File: src/rtl/flit_credit_tx_pkg.sv
// Shared NoC definitions for the credit-based flit transmitter: the packet
// state encoding and the credit-counter width helper.
package flit_credit_tx_pkg;

  // Packet framing state: IDLE between packets, BODY after a head went out
  // without its tail.
  typedef enum logic [0:0] {
    IDLE = 1'b0,
    BODY = 1'b1
  } pkt_state_e;

  // Width needed to hold a credit count from 0 up to and including depth.
  function automatic int credit_width(input int depth);
    return $clog2(depth + 1);
  endfunction

  localparam int CREDIT_DEPTH_DEFAULT = 4;
  localparam int CREDIT_W_DEFAULT     = credit_width(CREDIT_DEPTH_DEFAULT);

endpackage

File: src/rtl/flit_fifo.sv
// Small synchronous FIFO for packed flits. A push and a pop can happen in the
// same cycle, including when full (the pop frees the slot). A pop on an empty
// FIFO is ignored.
module flit_fifo #(
  parameter int WIDTH = 37,
  parameter int DEPTH = 2
) (
  input  logic             clk,
  input  logic             rst,
  input  logic             push,
  input  logic [WIDTH-1:0] wr_data,
  input  logic             pop,
  output logic [WIDTH-1:0] rd_data,
  output logic             full,
  output logic             empty
);

  localparam int PTR_W = (DEPTH > 1) ? $clog2(DEPTH) : 1;
  localparam int CNT_W = $clog2(DEPTH + 1);
  localparam logic [PTR_W-1:0] LAST_PTR  = PTR_W'(DEPTH - 1);
  localparam logic [PTR_W-1:0] ZERO_PTR  = {PTR_W{1'b0}};
  localparam logic [CNT_W-1:0] DEPTH_CNT = CNT_W'(DEPTH);
  localparam logic [CNT_W-1:0] ZERO_CNT  = {CNT_W{1'b0}};
  localparam logic [CNT_W-1:0] ONE_CNT   = CNT_W'(1);

  logic [WIDTH-1:0] mem_r [DEPTH];
  logic [PTR_W-1:0] wr_ptr_r;
  logic [PTR_W-1:0] rd_ptr_r;
  logic [CNT_W-1:0] count_r;
  logic             do_push_s;
  logic             do_pop_s;

  // Pointer advance with explicit wrap so non-power-of-two depths work.
  function automatic logic [PTR_W-1:0] next_ptr(input logic [PTR_W-1:0] ptr);
    return (ptr == LAST_PTR) ? ZERO_PTR : ptr + PTR_W'(1);
  endfunction

  // Qualify the raw requests against the current occupancy.
  always_comb begin
    do_pop_s  = pop && (count_r != ZERO_CNT);
    do_push_s = push && ((count_r != DEPTH_CNT) || do_pop_s);
  end

  // Read/write pointers and occupancy count.
  always_ff @(posedge clk) begin
    if (rst) begin
      wr_ptr_r <= ZERO_PTR;
      rd_ptr_r <= ZERO_PTR;
      count_r  <= ZERO_CNT;
    end else begin
      if (do_push_s) begin
        wr_ptr_r <= next_ptr(wr_ptr_r);
      end
      if (do_pop_s) begin
        rd_ptr_r <= next_ptr(rd_ptr_r);
      end
      case ({do_push_s, do_pop_s})
        2'b10:   count_r <= count_r + ONE_CNT;
        2'b01:   count_r <= count_r - ONE_CNT;
        default: count_r <= count_r;
      endcase
    end
  end

  // Storage array; contents are don't-care while the slot is unoccupied.
  always_ff @(posedge clk) begin
    if (do_push_s) begin
      mem_r[wr_ptr_r] <= wr_data;
    end
  end

  assign rd_data = mem_r[rd_ptr_r];
  assign full    = (count_r == DEPTH_CNT);
  assign empty   = (count_r == ZERO_CNT);

endmodule

File: src/rtl/flit_credit_tx.sv
// Credit-based flit transmitter: buffers flits locally and launches one onto
// the link whenever a flit is waiting and the downstream router has a free
// slot. Credits return one at a time via credit_in.
module flit_credit_tx
  import flit_credit_tx_pkg::*;
#(
  parameter int FLIT_WIDTH      = 32,
  parameter int DEST_WIDTH      = 4,
  parameter int CREDIT_DEPTH    = 4,
  parameter int IN_BUFFER_DEPTH = 2
) (
  input  logic                                  clk,
  input  logic                                  rst,
  input  logic                                  in_valid,
  output logic                                  in_ready,
  input  logic [FLIT_WIDTH-1:0]                 in_data,
  input  logic [DEST_WIDTH-1:0]                 in_dest,
  input  logic                                  in_is_tail,
  output logic [FLIT_WIDTH-1:0]                 data_out,
  output logic [DEST_WIDTH-1:0]                 dest_out,
  output logic                                  is_tail_out,
  output logic                                  send_out,
  input  logic                                  credit_in,
  output logic [credit_width(CREDIT_DEPTH)-1:0] credit_count,
  output logic                                  pkt_active,
  output logic                                  credit_error
);

  localparam int CW     = credit_width(CREDIT_DEPTH);
  localparam int FIFO_W = FLIT_WIDTH + DEST_WIDTH + 1;
  localparam logic [CW-1:0] CREDIT_FULL = CW'(CREDIT_DEPTH);
  localparam logic [CW-1:0] CREDIT_ZERO = {CW{1'b0}};
  localparam logic [CW-1:0] CREDIT_ONE  = CW'(1);

  logic                  fifo_full_s;
  logic                  fifo_empty_s;
  logic [FIFO_W-1:0]     fifo_rd_s;
  logic                  push_s;
  logic                  send_ok_s;
  logic [FLIT_WIDTH-1:0] head_data_s;
  logic [DEST_WIDTH-1:0] head_dest_s;
  logic                  head_tail_s;

  logic [CW-1:0]         credit_r;
  logic                  credit_err_r;
  logic [FLIT_WIDTH-1:0] data_r;
  logic [DEST_WIDTH-1:0] dest_r;
  logic                  tail_r;
  logic                  send_r;
  pkt_state_e            state_r;
  pkt_state_e            state_next_s;
  logic                  pkt_active_s;

  // Accept and launch conditions. Credits come only from the register, so a
  // returning credit is usable the cycle after it arrives.
  always_comb begin
    push_s    = in_valid && !fifo_full_s;
    send_ok_s = !fifo_empty_s && (credit_r != CREDIT_ZERO);
  end

  assign {head_data_s, head_dest_s, head_tail_s} = fifo_rd_s;

  flit_fifo #(
    .WIDTH (FIFO_W),
    .DEPTH (IN_BUFFER_DEPTH)
  ) u_fifo (
    .clk     (clk),
    .rst     (rst),
    .push    (push_s),
    .wr_data ({in_data, in_dest, in_is_tail}),
    .pop     (send_ok_s),
    .rd_data (fifo_rd_s),
    .full    (fifo_full_s),
    .empty   (fifo_empty_s)
  );

  // Link output registers: load the popped head and pulse send for one cycle;
  // payload fields hold between sends.
  always_ff @(posedge clk) begin
    if (rst) begin
      send_r <= 1'b0;
      data_r <= {FLIT_WIDTH{1'b0}};
      dest_r <= {DEST_WIDTH{1'b0}};
      tail_r <= 1'b0;
    end else begin
      send_r <= send_ok_s;
      if (send_ok_s) begin
        data_r <= head_data_s;
        dest_r <= head_dest_s;
        tail_r <= head_tail_s;
      end
    end
  end

  // Credit counter: a send consumes, a returned credit restores, both cancel.
  // A credit returned while already full saturates and flags a sticky error.
  always_ff @(posedge clk) begin
    if (rst) begin
      credit_r     <= CREDIT_FULL;
      credit_err_r <= 1'b0;
    end else begin
      case ({send_ok_s, credit_in})
        2'b10: credit_r <= credit_r - CREDIT_ONE;
        2'b01: begin
          if (credit_r == CREDIT_FULL) begin
            credit_err_r <= 1'b1;
          end else begin
            credit_r <= credit_r + CREDIT_ONE;
          end
        end
        default: credit_r <= credit_r;
      endcase
    end
  end

  // Packet FSM state register.
  always_ff @(posedge clk) begin
    if (rst) begin
      state_r <= IDLE;
    end else begin
      state_r <= state_next_s;
    end
  end

  // Packet FSM next state: advanced only by a flit leaving on the link.
  always_comb begin
    state_next_s = state_r;
    if (send_ok_s) begin
      case (state_r)
        IDLE:    state_next_s = head_tail_s ? IDLE : BODY;
        BODY:    state_next_s = head_tail_s ? IDLE : BODY;
        default: state_next_s = IDLE;
      endcase
    end else begin
      state_next_s = state_r;
    end
  end

  // Packet FSM outputs: a packet is open exactly while in BODY.
  always_comb begin
    pkt_active_s = 1'b0;
    case (state_r)
      BODY:    pkt_active_s = 1'b1;
      IDLE:    pkt_active_s = 1'b0;
      default: pkt_active_s = 1'b0;
    endcase
  end

  assign in_ready     = !fifo_full_s;
  assign data_out     = data_r;
  assign dest_out     = dest_r;
  assign is_tail_out  = tail_r;
  assign send_out     = send_r;
  assign credit_count = credit_r;
  assign credit_error = credit_err_r;
  assign pkt_active   = pkt_active_s;

endmodule

File: config.mk
export PLATFORM = sky130hd
export DESIGN_NAME = flit_credit_tx
export DESIGN_NICKNAME = d
export VERILOG_FILES = /design/src/rtl/flit_credit_tx_pkg.sv /design/src/rtl/flit_fifo.sv /design/src/rtl/flit_credit_tx.sv
export SDC_FILE = /design/constraint.sdc
export NUM_CORES = 1
export LEC_CHECK = 0
export CAP_MARGIN = 10
export CORE_MARGIN = 1.5
export CORE_UTILIZATION = 40
export DETAILED_ROUTE_END_ITERATION = 8
export PLACE_DENSITY = 0.62
export SYNTH_ARGS = -nofsm -noshare
export SYNTH_HDL_FRONTEND = slang
export SYNTH_SLANG_ARGS = --single-unit
File: constraint.sdc
create_clock -name clk -period 5.2 [get_ports clk]
set_clock_uncertainty 0.2 [all_clocks]
set_input_delay 0.52 -clock clk [delete_from_list [all_inputs] [get_ports clk]]
set_output_delay 0.52 -clock clk [all_outputs]
set_load 0.05 [all_outputs]
==> results of run 1 <==
-- worst reg2reg max path, delay by kind of cell, from the launching register on --
family                     cells  cell delay (ps)
DFF                            1              410
and+or+nand+nor                2              410
AOI/OAI and AO/OA              3              640
adders and majority gates      1              440
-- layer usage --
layer | up-vias | track usage [%] | part of all wire [%]
li1 | 1298 | - | -
met1 | 1285 | 17.1 | 44
met2 | 66 | 25.3 | 50
met3 | 11 | 5.69 | 5.2
met4 | 0 | 7.24 | 1.5
met5 | - | 0 | 0
-- through the flow --
stage               hold WS (ps)  cells
finish                       274    540
CTS                          286    540
global placement             261    508
detailed placement           257    508
global route                 303    540
floorplan                    281    300
-- layout make-up --
class	instances	share of cell area [%]
timing repair buffer	87	14.1
multi-input combinational	157	20.9
clock buffer	24	7.94
clock inverter	8	1.55
sequential	122	52.5
inverter	2	0.124
tap	140	2.89
-- how the worst max path moves through the flow --
stage | to | slack (ps) | from | depth (start not counted)
5_1_grt | in_ready | 2400 | u_fifo.count_r[0] | 2
3_5_place_dp | credit_count[2] | 2460 | credit_in | 6
4_1_cts | in_ready | 2470 | u_fifo.count_r[0] | 2
3_3_place_gp | credit_count[2] | 2540 | credit_in | 6
2_1_floorplan | u_fifo.mem_r[1][0] | 2580 | u_fifo.count_r[0] | 3
6_report | in_ready | 2500 | u_fifo.count_r[0] | 2
-- registers in the layout, indices dropped and copies added, names as in the netlist, named ones only --
name and flops:
u_fifo.rd_ptr_r 1, u_fifo.count_r 2, credit_count 3, state_r 1
credit_error 1, dest_out 4, send_out 1, data_out 32
u_fifo.mem_r 74, u_fifo.wr_ptr_r 1, is_tail_out 1
-- where the power goes --
group	leakage, uW	internal [uW]	switching (uW)
sequential	0.00109	1240	128
clock	0.000278	738	388
combinational	0.000690	473	838
total	0.00206	2450	1350
-- logic make-up (layout without fill, tap and decap cells) --
logic type / Yosys count / after routing / synth area share (%)
flops: 122 / 122 / 69.6
simple gates: 60 / 60 / 5.61
compound gates: 52 / 52 / 12.1
mux: 38 / 38 / 8.31
buf+inv: 21 / 121 / 2.76
xor+xnor: 5 / 5 / 0.957
fa+ha+maj: 2 / 2 / 0.711
-- Yosys cell counts (3+ instances only) --
library cell | count | area (sq um)
edfxtp_1 | 74 | 2220
dfxtp_1 | 48 | 961
nor2_1 | 45 | 169
mux2i_1 | 38 | 380
a211oi_2 | 29 | 363
buf_2 | 8 | 40.0
a211oi_1 | 7 | 52.6
nand2_1 | 5 | 18.8
buf_6 | 4 | 45.0
clkbuf_1 | 4 | 15.0
a21oi_1 | 3 | 15.0
o211ai_1 | 3 | 22.5
xnor2_1 | 3 | 26.3
==> results by group, run 1 <==
Critical path
  – Worst path slowest cell: clkdlybuf4s50_1
  – R2r setup slk: just under 3000 ps
  – RR Endpoint: credit_count[2]
  – Worst Setup Start Kind: register
  – Max incr delay on CP: 820 ps
  – Cell Chain, Critical Path: nand2b_1 -> clkdlybuf4s50_1
  – Sum of buffers and inverters on the critical path: 1
  – Worst r2r src: credit_count[1]
  – Reg2reg path depth: 6
  – Worst Path Arrival: 1980 ps
  – Required time worst endpoint: 4480 ps
  – Max FO, Critical Path: 8
  – Crit Path Class: reg -> out
  – Worst setup EP type: output pin
  – Top delay family on crit path: buffers and inverters

Yosys
  – Post-Synthesis Cells: 300
  – Async set-reset flop share out of synthesis: 0%
  – Post-Syn Nets: 343
  – Synthesized cell area: 0.00458 sq mm
  – Post-synth EDFFs: 74
  – Syn Area/Cell: 15.3 sq um
  – Synth Register Bits: about 120
  – Synth warnings: 0
  – Post-synth top flop: edfxtp_1
  – Post-synthesis cell type count: 37
  – Seq/Total Area, Yosys: 69.6%

Power
  – Total Power: 3810 uW
  – P_leak: 0.00206 uW
  – Maximum VDD drop: 406 uV
  – Power per cell area: ~630 mW/mm^2

Run status
  – Status: finished clean

STA
  – Worst Tran Pin Value: 937 ps
  – F_max: 371 MHz
  – Final Hold Viols: 0
  – Setup TNS: 0 ps
  – Count of pins over their slew limit: 0
  – Post-route clock period utilization: roughly half
  – Endpoints failing setup: 0
  – Setup slack after layout: 2500 ps
  – Fin crit period: around 2700 ps
  – Max transition margin: 37.6%
  – RSZ-0062 raised after global routing: no

Global routing
  – First-pass GRT wire length: 13,100 um
  – Initial antenna violation count: 0
  – Number of global-route vias before repair: 2,652
  – All-layer global routing usage: 15.1%
  – Congestion Overflow GR: 0
  – Pin count of the biggest net entering global routing: 76

Placed design
  – Post-place setup slack: approximately 2500 ps
  – Dpl cell area: 0.00549 sq mm
  – Buffers on Ports: 84
  – Dpl hpwl: slightly below 5000 um
  – Routability Congestion: 0.670

Clock tree
  – Number of H-tree levels: 4
  – CTS Buf Count: 17
  – Resized cells post-CTS: 0
  – Root cell of the clock tree: clkbuf_16
  – Hold Buf Count CTS: 0
  – CTS tree: yes
  – CTS sink cnt: between 100 and 150
  – Deepest clock path buffer count: 2
  – Postcts setup bufs: 0
  – Clock slew at reported path FFs: roughly 50 ps
  – Clk_lat worst skew: 400 ps

Detailed routing
  – Final WL: between 8000 and 9000 um
  – Antenna Violating Nets Remaining: 0
  – Via Count: between 2,000 and 3,000
  – Vias per cell: 4.93
  – Remaining DRCs: 0
  – First-pass detailed-route iteration total: 4
  – Iter 0 DRT Violations: 99
  – DR WL/cell: between 15 and 20 um

Cells and area
  – Nets: 430
  – Register Area: between 0.003 and 0.004 sq mm
  – Filler cell count: 920
  – Post-route cell area: 0.00607 sq mm
  – Layout cells sized above 1: 16.8%
  – Antenna diodes: 0
  – Most common cell after layout, fill and taps aside: clkdlybuf4s50_1
  – Most frequent cells in the layout: clkdlybuf4s50_1 (83), edfxtp_1 (74), dfxtp_1 (47)
  – Fin util: a little under three fifths
  – Multi-input gate area: 0.00127 sq mm
  – P&R area growth vs syn: 32.6%

Die
  – I/O pin cnt: 85
  – Starting Density: 41.7%
  – Die extent in y: 110 um
  – CORE AREA: 0.0110 sq mm
  – Cell Rows: 38
  – Chip width: ~110 um
  – Die Area: 0.0121 sq mm

Run
  – Max cap viols: 0

Hold path
  – Hold Path End: state_r
  – Hold Crit Start: state_r
  – Hold crit path type: reg -> reg
  – Worst Hold Depth: 2
No activity file was read; power rests on OpenSTA's default activity.
==> inputs of run 2 (changes only) <==
clock period = 2.66 ns   (was 5.2 ns; I/O delays follow)
==> results by group, run 2 (synthesis results as in run 1) <==
Run status
  – Status: finished clean

Die
  – Cell Rows: 38 (unchanged)
  – Die Area: 0.0121 sq mm (unchanged)
  – Starting Density: 41.7% (unchanged)
  – Die extent in y: 110 um (unchanged)
  – I/O pin cnt: 85 (unchanged)
  – CORE AREA: 0.0110 sq mm (unchanged)
  – Chip width: 110 um (unchanged)

Power
  – Power per cell area: 1230 mW/mm^2 (+95%)
  – Sw frac: 36.6% (+1.1 points)
  – P_leak: 0.00210 uW (+2.1%)
  – Total Power: 7570 uW (+99%)
  – Clk network pwr share: 29.8% (+0.2 points)
  – Gate power share: 34.8% (+0.4 points)
  – Int Power: 4800 uW (+95%)
  – Sw Pwr: 2770 uW (+100%)
  – Maximum VDD drop: 913 uV (+120%)
  – Sequential Power Share: 35.5% (-0.5 points)

Placed design
  – Post-place setup slack: 430 ps (-2030 ps)
  – Dpl hpwl: 5340 um (+7.3%)
  – Buffers on Ports: 84 (unchanged)
  – Dpl cell area: 0.00558 sq mm (+1.6%)
  – Routability Congestion: 0.751 (+12%)

Critical path
  – Worst Path Arrival: 1990 ps (about the same)
  – Worst Setup Start Kind: register
  – Sum of buffers and inverters on the critical path: 1 (unchanged)
  – Max incr delay on CP: 830 ps (about the same)
  – Crit Path Class: reg -> out
  – Worst setup EP type: output pin
  – Cell Chain, Critical Path: nand2b_1 -> clkdlybuf4s50_1
  – Top delay family on crit path: buffers and inverters
  – Required time worst endpoint: 2190 ps (-2290 ps)
  – Worst path slowest cell: clkdlybuf4s50_1
  – Max FO, Critical Path: 8 (unchanged)

Detailed routing
  – Remaining DRCs: 0 (unchanged)
  – Vias per cell: 4.94 (+0.39%)
  – Iter 0 DRT Violations: 132 (+33%)
  – Antenna Violating Nets Remaining: 0 (unchanged)
  – First-pass detailed-route iteration total: 4 (unchanged)
  – DR WL/cell: 15.7 um (+2.4%)
  – Via Count: 2,695 (+1.3%)
  – Final WL: 8550 um (+3.3%)

Cells and area
  – Layout cells sized above 1: 18.8% (+2.0 points)
  – Most frequent cells in the layout: clkdlybuf4s50_1 (83), edfxtp_1 (74), dfxtp_1 (47)
  – Register Area: 0.00318 sq mm (unchanged)
  – Max reg flops: 74 (unchanged)
  – Top reg by flops: u_fifo.mem_r
  – Filler cell count: 905 (-1.6%)
  – Antenna diodes: 0 (unchanged)
  – Nets: 435 (+1.2%)
  – Multi-input gate area: 0.00127 sq mm (unchanged)
  – Post-route cell area: 0.00617 sq mm (+1.7%)
  – P&R area growth vs syn: 34.9%
  – Most common cell after layout, fill and taps aside: clkdlybuf4s50_1

Global routing
  – Number of global-route vias before repair: 2,680 (+1.1%)
  – First-pass GRT wire length: 13,500 um (+2.8%)
  – Congestion Overflow GR: 0 (unchanged)
  – Initial antenna violation count: 0 (unchanged)
  – Pin count of the biggest net entering global routing: 76 (unchanged)
  – All-layer global routing usage: 15.4% (+0.27 points)

Run
  – Max cap viols: 0 (unchanged)

STA
  – Fin crit period: 2460 ps
  – F_max: 407 MHz
  – Worst Tran Pin Value: 543 ps (-394 ps)
  – RSZ-0062 raised after global routing: no
  – Endpoints failing setup: 0 (unchanged)
  – Hold WS: 132 ps (-141 ps)
  – Max transition margin: 63.8% (+26 points)
  – Final Hold Viols: 0 (unchanged)
  – Post-route clock period utilization: 92.4%
  – Setup TNS: 0 ps (unchanged)
  – Count of pins over their slew limit: 0 (unchanged)
  – Setup slack after layout: 202 ps (-2300 ps)

Clock tree
  – Resized cells post-CTS: 0 (unchanged)
  – CTS tree: yes
  – Root cell of the clock tree: clkbuf_16
  – Clk_lat worst skew: 400 ps (about the same)
  – Postcts setup bufs: 0 (unchanged)
  – CTS Buf Count: 17 (unchanged)
  – Deepest clock path buffer count: 2 (unchanged)
  – Clock slew at reported path FFs: 60 ps (about the same)
  – Hold Buf Count CTS: 0 (unchanged)
  – Number of H-tree levels: 4 (unchanged)
  – CTS sink cnt: 122 (unchanged)

Hold path
  – Hold crit path type: in -> reg
## run 2: changes by cell type in the layout (fill, tap and decap cells not counted), sizes merged
| cell | before | now |
|---|---|---|
| inv | 2 | 7 |
| clkbuf | 24 | 17 |
| clkinv | 4 | 5 |
| buf | 4 | 9 |
| clkinvlp | 2 | 3 |
## run 2: per-layer routing
metal,vias up,wire length [um],global-route usage (%)
met5,-,0,0
met4,0,74,5.84
met2,65,4380,26.1
li1,1317,-,-
met1,1309,3670,17.7
met3,4,428,5.69
## run 2: stage by stage
step / cells / util (%)
after detailed placement: 513 / 50.8
after global routing: 545 / 56.2
after global placement: 513 / 50.8
after floorplan: 300 / -
after CTS: 545 / 56.2
final: 545 / 56.2
## run 2: area by class of cell
| class | instances | area share (%) |
|---|---|---|
| Sequential cell | 122 | 51.6 |
| Multi-Input combinational cell | 157 | 20.5 |
| Timing Repair Buffer | 92 | 15.3 |
| Clock buffer | 17 | 6.89 |
| Tap cell | 140 | 2.84 |
| Clock inverter | 15 | 2.72 |
| Inverter | 2 | 0.122 |
## run 2: path summary, 6_finish.rpt
kind	startpoint	to	slack (ps)	cells after the start
worst max-delay path	u_fifo.count_r[0]	in_ready	200	2
worst min-delay path	rst	u_fifo.count_r[0]	130	2
worst min register to register	state_r	state_r	290	2
worst max register to register	credit_count[1]	credit_count[1]	420	5
## run 2: power by group through the flow
stage	Sequential (uW)	Combinational [uW]	Clock (uW)
floorplan	3380	1270	0
global placement	2710	2610	0
detailed placement	2730	2650	0
CTS	2690	2670	2300
global route	2730	2830	2390
finish	2680	2630	2250
